<file path="config.mk">
export PLATFORM = sky130hd
export DESIGN_NAME = pipe_hazard_ctrl
export DESIGN_NICKNAME = d
export VERILOG_FILES = /design/src/rtl/pipe_ctrl_pkg.sv /design/src/rtl/pipe_ctrl_perf.sv /design/src/rtl/pipe_hazard_ctrl.sv
export SDC_FILE = /design/constraint.sdc
export NUM_CORES = 1
export LEC_CHECK = 0
export CAP_MARGIN = 20
export CORE_MARGIN = 2
export CORE_UTILIZATION = 34
export DETAILED_ROUTE_END_ITERATION = 12
export MAX_ROUTING_LAYER = met4
export PLACE_DENSITY = 0.78
export SLEW_MARGIN = 20
export SYNTH_ARGS = -nofsm -noshare
export SYNTH_HDL_FRONTEND = slang
export SYNTH_SLANG_ARGS = --single-unit
</file>
<file path="constraint.sdc">
create_clock -name clk_i -period 1.7 [get_ports clk_i]
set_input_delay 0.34 -clock clk_i [delete_from_list [all_inputs] [get_ports clk_i]]
set_output_delay 0.34 -clock clk_i [all_outputs]
set_load 0.1 [all_outputs]
</file>
<file path="src/rtl/pipe_ctrl_pkg.sv">
// Shared definitions for the pipeline hazard controller: FSM encoding,
// default stage indices and performance counter width.
package pipe_ctrl_pkg;

  typedef enum logic [1:0] {
    ST_RUN   = 2'd0,
    ST_DWAIT = 2'd1
  } hz_state_e;

  localparam int unsigned PC_IDX     = 0;
  localparam int unsigned IFID_IDX   = 1;
  localparam int unsigned IDEXE_IDX  = 2;
  localparam int unsigned EXEMEM_IDX = 3;
  localparam int unsigned MEMWB_IDX  = 4;

  localparam int unsigned PERF_CNT_W = 32;

endpackage

</file>
<file path="src/rtl/pipe_ctrl_perf.sv">
// Free-running stall-cycle and flush-event counters; both wrap and clear on reset.
module pipe_ctrl_perf
  import pipe_ctrl_pkg::*;
(
  input  logic                  clk_i,
  input  logic                  rst_i,
  input  logic                  stall_i,
  input  logic                  flush_i,
  output logic [PERF_CNT_W-1:0] stall_cnt_o,
  output logic [PERF_CNT_W-1:0] flush_cnt_o
);

  logic [PERF_CNT_W-1:0] stall_cnt_q, stall_cnt_d;
  logic [PERF_CNT_W-1:0] flush_cnt_q, flush_cnt_d;

  always_comb begin
    stall_cnt_d = stall_cnt_q + {{(PERF_CNT_W-1){1'b0}}, stall_i};
    flush_cnt_d = flush_cnt_q + {{(PERF_CNT_W-1){1'b0}}, flush_i};
  end

  always_ff @(posedge clk_i) begin
    if (rst_i) begin
      stall_cnt_q <= '0;
      flush_cnt_q <= '0;
    end else begin
      stall_cnt_q <= stall_cnt_d;
      flush_cnt_q <= flush_cnt_d;
    end
  end

  assign stall_cnt_o = stall_cnt_q;
  assign flush_cnt_o = flush_cnt_q;

endmodule

</file>
<file path="src/rtl/pipe_hazard_ctrl.sv">
// Central stall/flush/redirect control for the N-stage pipeline.
// Optional perf counters are built when HAZ_PERF_CNT_EN is defined.
module pipe_hazard_ctrl
  import pipe_ctrl_pkg::*;
#(
  parameter int unsigned NUM_STAGES  = 5,
  parameter int unsigned ADDR_WIDTH  = 32,
  parameter int unsigned EXE_IDX     = IDEXE_IDX,
  parameter int unsigned MEM_IDX     = EXEMEM_IDX,
  parameter int unsigned MEM_TIMEOUT = 255,
  parameter int unsigned CNT_WIDTH   = 8
) (
  input  logic                  clk_i,
  input  logic                  rst_i,
  input  logic                  load_hazard_i,
  input  logic                  branch_taken_i,
  input  logic [ADDR_WIDTH-1:0] branch_target_i,
  input  logic                  dmem_req_i,
  input  logic                  dmem_ack_i,
  input  logic                  imem_ready_i,
  output logic [NUM_STAGES-1:0] stall_o,
  output logic [NUM_STAGES-1:0] flush_o,
  output logic                  redirect_o,
  output logic [ADDR_WIDTH-1:0] redirect_pc_o,
  output logic                  mem_timeout_o,
  output logic [1:0]            state_o,
  output logic [31:0]           perf_stall_cnt_o,
  output logic [31:0]           perf_flush_cnt_o
);

  localparam logic [NUM_STAGES-1:0] ONE        = NUM_STAGES'(1);
  localparam logic [NUM_STAGES-1:0] DW_STALL_M = (ONE << (MEM_IDX + 1)) - ONE;
  localparam logic [NUM_STAGES-1:0] DW_FLUSH_M = ONE << (MEM_IDX + 1);
  localparam logic [NUM_STAGES-1:0] BR_FLUSH_M = (ONE << (EXE_IDX + 1)) - (ONE << 1);
  localparam logic [NUM_STAGES-1:0] LU_STALL_M = (ONE << EXE_IDX) - ONE;
  localparam logic [NUM_STAGES-1:0] LU_FLUSH_M = ONE << EXE_IDX;
  localparam logic [NUM_STAGES-1:0] FW_STALL_M = ONE << PC_IDX;
  localparam logic [NUM_STAGES-1:0] FW_FLUSH_M = ONE << IFID_IDX;

  hz_state_e             state_q, state_d;
  logic [CNT_WIDTH-1:0]  cnt_q, cnt_d;
  logic                  mto_q, mto_d;
  logic                  pend_q, pend_d;
  logic [ADDR_WIDTH-1:0] pend_pc_q, pend_pc_d;

  logic                  tmo_hit, data_wait, branch_eff, load_eff, redirect;
  logic [NUM_STAGES-1:0] stall, flush;
  logic [ADDR_WIDTH-1:0] redirect_pc;

  always_comb begin
    tmo_hit    = (MEM_TIMEOUT != 0) && (state_q == ST_DWAIT) &&
                 (cnt_q == CNT_WIDTH'(MEM_TIMEOUT));
    data_wait  = (state_q == ST_DWAIT) ? (!dmem_ack_i && !tmo_hit)
                                       : (dmem_req_i && !dmem_ack_i);
    branch_eff = branch_taken_i && !data_wait;
    load_eff   = load_hazard_i && !data_wait && !branch_taken_i;

    stall = '0;
    flush = '0;
    if (data_wait) begin
      stall = DW_STALL_M;
      flush = DW_FLUSH_M;
    end else begin
      if (branch_eff) begin
        flush = flush | BR_FLUSH_M;
      end else if (load_eff) begin
        stall = stall | LU_STALL_M;
        flush = flush | LU_FLUSH_M;
      end
      // IF/ID must hold (not bubble) while a load-use stall freezes it
      if (!imem_ready_i) begin
        stall = stall | FW_STALL_M;
        if (!load_eff) flush = flush | FW_FLUSH_M;
      end
    end

    redirect    = branch_eff || pend_q;
    redirect_pc = branch_eff ? branch_target_i : pend_pc_q;
    // Redirect is consumed only when the PC can actually load: fetch ready and not frozen
    pend_d      = redirect && !(imem_ready_i && !data_wait);
    pend_pc_d   = redirect_pc;

    state_d = state_q;
    cnt_d   = cnt_q;
    mto_d   = mto_q;
    case (state_q)
      ST_RUN: begin
        cnt_d = '0;
        if (dmem_req_i && !dmem_ack_i) state_d = ST_DWAIT;
      end
      ST_DWAIT: begin
        if (dmem_ack_i) begin
          state_d = ST_RUN;
          cnt_d   = '0;
        end else if (tmo_hit) begin
          state_d = ST_RUN;
          cnt_d   = '0;
          mto_d   = 1'b1;
        end else begin
          cnt_d = cnt_q + 1'b1;
        end
      end
      default: begin
        state_d = ST_RUN;
        cnt_d   = '0;
      end
    endcase

    stall_o       = rst_i ? '0 : stall;
    flush_o       = rst_i ? '0 : flush;
    redirect_o    = rst_i ? 1'b0 : redirect;
    redirect_pc_o = rst_i ? '0 : redirect_pc;
  end

  always_ff @(posedge clk_i) begin
    if (rst_i) begin
      state_q   <= ST_RUN;
      cnt_q     <= '0;
      mto_q     <= 1'b0;
      pend_q    <= 1'b0;
      pend_pc_q <= '0;
    end else begin
      state_q   <= state_d;
      cnt_q     <= cnt_d;
      mto_q     <= mto_d;
      pend_q    <= pend_d;
      pend_pc_q <= pend_pc_d;
    end
  end

  assign mem_timeout_o = mto_q;
  assign state_o       = state_q;

`ifdef HAZ_PERF_CNT_EN
  pipe_ctrl_perf u_perf (
    .clk_i       (clk_i),
    .rst_i       (rst_i),
    .stall_i     (stall_o[PC_IDX]),
    .flush_i     (|flush_o),
    .stall_cnt_o (perf_stall_cnt_o),
    .flush_cnt_o (perf_flush_cnt_o)
  );
`else
  assign perf_stall_cnt_o = '0;
  assign perf_flush_cnt_o = '0;
`endif

endmodule

</file>
==> out/qor.csv, run 1 <==
metric,value,unit
status,"finished, violations left",
failed_checks,setup timing,
grt_pass1_vias,2057,
synthDistinctLibCells,31,
synthAdderAreaFrac,0.005171,
max_freq,462.0,MHz
grt_antenna_before_repair,0,
final_area,4327,um^2
drive_gt1_frac,0.3760,
yosysSeqAreaShare,0.3557,
drc,0,
setup-violations-final,40,
slew_violations,0,
grt_setup_unrepaired,yes,
start_util,0.3542,
area_growth_syn_to_layout,78.80,%
period_share,1.273,
endpoint,redirect_pc_o[10],
clk_pin_slew_worst_paths,80,ps
synth_xor_area_frac,0.02172,
ys_warn_count,0,
syn_area,2420,um^2
grtUsageTotal,0.1618,
drt-met1-wl,2511,um
layout_common_cells,"conb_1 (68), buf_12 (49), dfxtp_1 (40), clkdlybuf4s50_1 (35), o21ai_4 (33)",
dieArea,7808,um^2
hold_class,in -> reg,
clock-sinks,43,
gr-total-overflow,0,
cp_max_fo,6,
clock_latency,290,ps
critPathLaunchType,flop,
switching_share,0.4861,
p_int,1805,uW
ir_drop,0.0004213,V
worstReg2RegStart,cnt_q[1],
nets,414,
cts_buffer_depth,2,
via_per_inst,4.367,
startpoint,cnt_q[1],
route.met2.wl,3415,um
p_sw,1707,uW
synth_compound_area_frac,0.09100,
fin_hold_ws,484.4,ps
dr.max_layer_used,met4,
path_class,reg -> out,
hold_violations,0,
fin_crit,2164,ps
die_h,88.37,um
synth_simple_gate_area_frac,0.2632,
yosys-mux-area-fraction,0,
drt_iter0_drc,47,
crit_arrival,1820,ps
core_area,6832,um^2
cp_data_required_time,1360,ps
maxCapViolCount,0,
placed_cell_area,4095,um^2
synthCells,276,
drtPass1Iterations,6,
p_leak,0.001700,uW
dieWidth,88.37,um
wl_per_cell,13.28,um
worstReg2RegEnd,cnt_q[6],
p_seq_frac,0.305,
num_antenna_cells,0,
ys_ff_latch,43,
cts_buffers,5,
postSynthAreaPerCell,8.767,um^2
r2r_slack,30,ps
fin_util,0.6333,
p_per_area,811.6,nW/um^2
worst_slack,-464.4,ps
ant_nets,0,
grt_start_max_net_pins,43,
synth_top_family_by_area,simple AND/OR/NAND/NOR gates,
io_pins,149,
p_clk_frac,0.177,
endpoint_kind,output port,
vias,2057,
fillerInstances,555,
wl,6255,um
port-buffer-count,80,
met3WireLength,307,um
root_buffer,clkbuf_8,
rows,30,
ff2ff_path_depth,8,
grt_pass1_wl,9611,um
p_comb_frac,0.518,
skew,7.743,ps
place.gp.congestion,0.7115,
cts_max_level,2,
dp_worst_setup_slack,-498.8,ps
cts_tree,built,
hpwl,4623,um
layout_commonest_cell,conb_1,
[worst max-delay path, stage by stage (launching register included)]
cell and delay [ps]:
dfxtp_2 360, ha_4 150, nand4_4 90, o21ai_4 220, and2_4 270, clkbuf_16 200, o21ai_4 70, buf_12 170
[cells in the mapped netlist (all sizes together)]
master  number  area, um^2
nor2        16       60.06
ha           1       12.51
o21ai       33       165.2
dfxtp       43       860.8
a21oi        2       10.01
and2         1       7.510
conb         1       3.750
a211oi       1       12.51
a21boi       1       7.510
nand2b      32       200.2
nor3         1       5.000
or4b         1       10.01
o21a         2       15.01
and2b        1       7.510
xnor2        3       26.28
nand4        3       31.28
nand4b      32       280.3
nor2b        1       8.760
inv          2       7.510
clkbuf      15       60.05
buf         75       565.5
and4         1       8.760
nand2        2       7.510
xor2         3       26.28
nand3        2       10.01
o21ba        1       10.01
[power by group through the flow]
stage / Combinational, uW / Sequential (uW) / Clock [uW]
3_3_place_gp: 1780 / 1090 / 0
3_5_place_dp: 1790 / 1090 / 0
2_1_floorplan: 1500 / 1100 / 0
4_1_cts: 1820 / 1070 / 652
6_report: 1820 / 1070 / 621
5_1_grt: 1870 / 1070 / 686
[worst min-delay path by stage]
stage | startpoint | endpoint | slack [ps] | cells after the start
floorplan | cnt_q[0] | cnt_q[0] | 430 | 1
global placement | cnt_q[0] | cnt_q[0] | 500 | 2
CTS | rst_i | state_o[0] | 470 | 3
detailed placement | pend_pc_q[31] | pend_pc_q[31] | 520 | 2
finish | rst_i | state_o[0] | 480 | 3
global route | rst_i | state_o[0] | 500 | 3
[area by class of cell]
cell class | instances | area (um^2) | share of cell area
Clock inverter | 3 | 15.01 | 0.003470
Sequential cell | 43 | 867.1 | 0.2004
Inverter | 2 | 7.507 | 0.001735
Multi-Input combinational cell | 208 | 1655 | 0.3826
Clock buffer | 5 | 68.82 | 0.01591
Timing Repair Buffer | 114 | 1593 | 0.3681
Tap cell | 96 | 120.1 | 0.02776
[metrics by stage]
stage                     instances  setup TNS [ps]  power, uW
after floorplan                 343          -18670       2598
after global placement          455          -18970       2869
after detailed placement        455          -19680       2884
after CTS                       470          -18710       3543
after global routing            471          -20920       3634
final                           471          -17070       3512
[layer usage]
metal | up-vias | global-route usage
li1 | 987 | -
met1 | 985 | 0.1828
met2 | 83 | 0.2973
met3 | 2 | 0.03265
met4 | 0 | 0.02893
met5 | - | -
[repair_timing]
item                                    in CTS  in global routing
hold buffers                                 0                  0
pin swaps                                    6                  9
gates resized for setup                     15                 10
gates cloned                                 1                  1
setup buffers                                7                  2
endpoints found under the setup margin      42                 49
[kinds of logic (layout without fill, tap and decap cells)]
logic type	after synthesis	count (layout)
buffers and inverters	92	124
adders and majority gates	1	1
AOI/OAI and AO/OA	40	40
xor gates and xnor gates	6	6
DFF	43	43
and+or+nand+nor	93	93
other	1	68
[sequential cells by signal (all words and copies together) (netlist names)]
name and flops:
cnt_q 8, pend_q 1, mem_timeout_o 1, state_o 1
pend_pc_q 32
No activity file was read; power rests on OpenSTA's default activity.
==> inputs of run 2 (changes only) <==
- CTS_CLUSTER_DIAMETER: default -> 150
==> results of run 2 <==
Same layout as run 1: the final DEF is identical, and so are final timing and power.
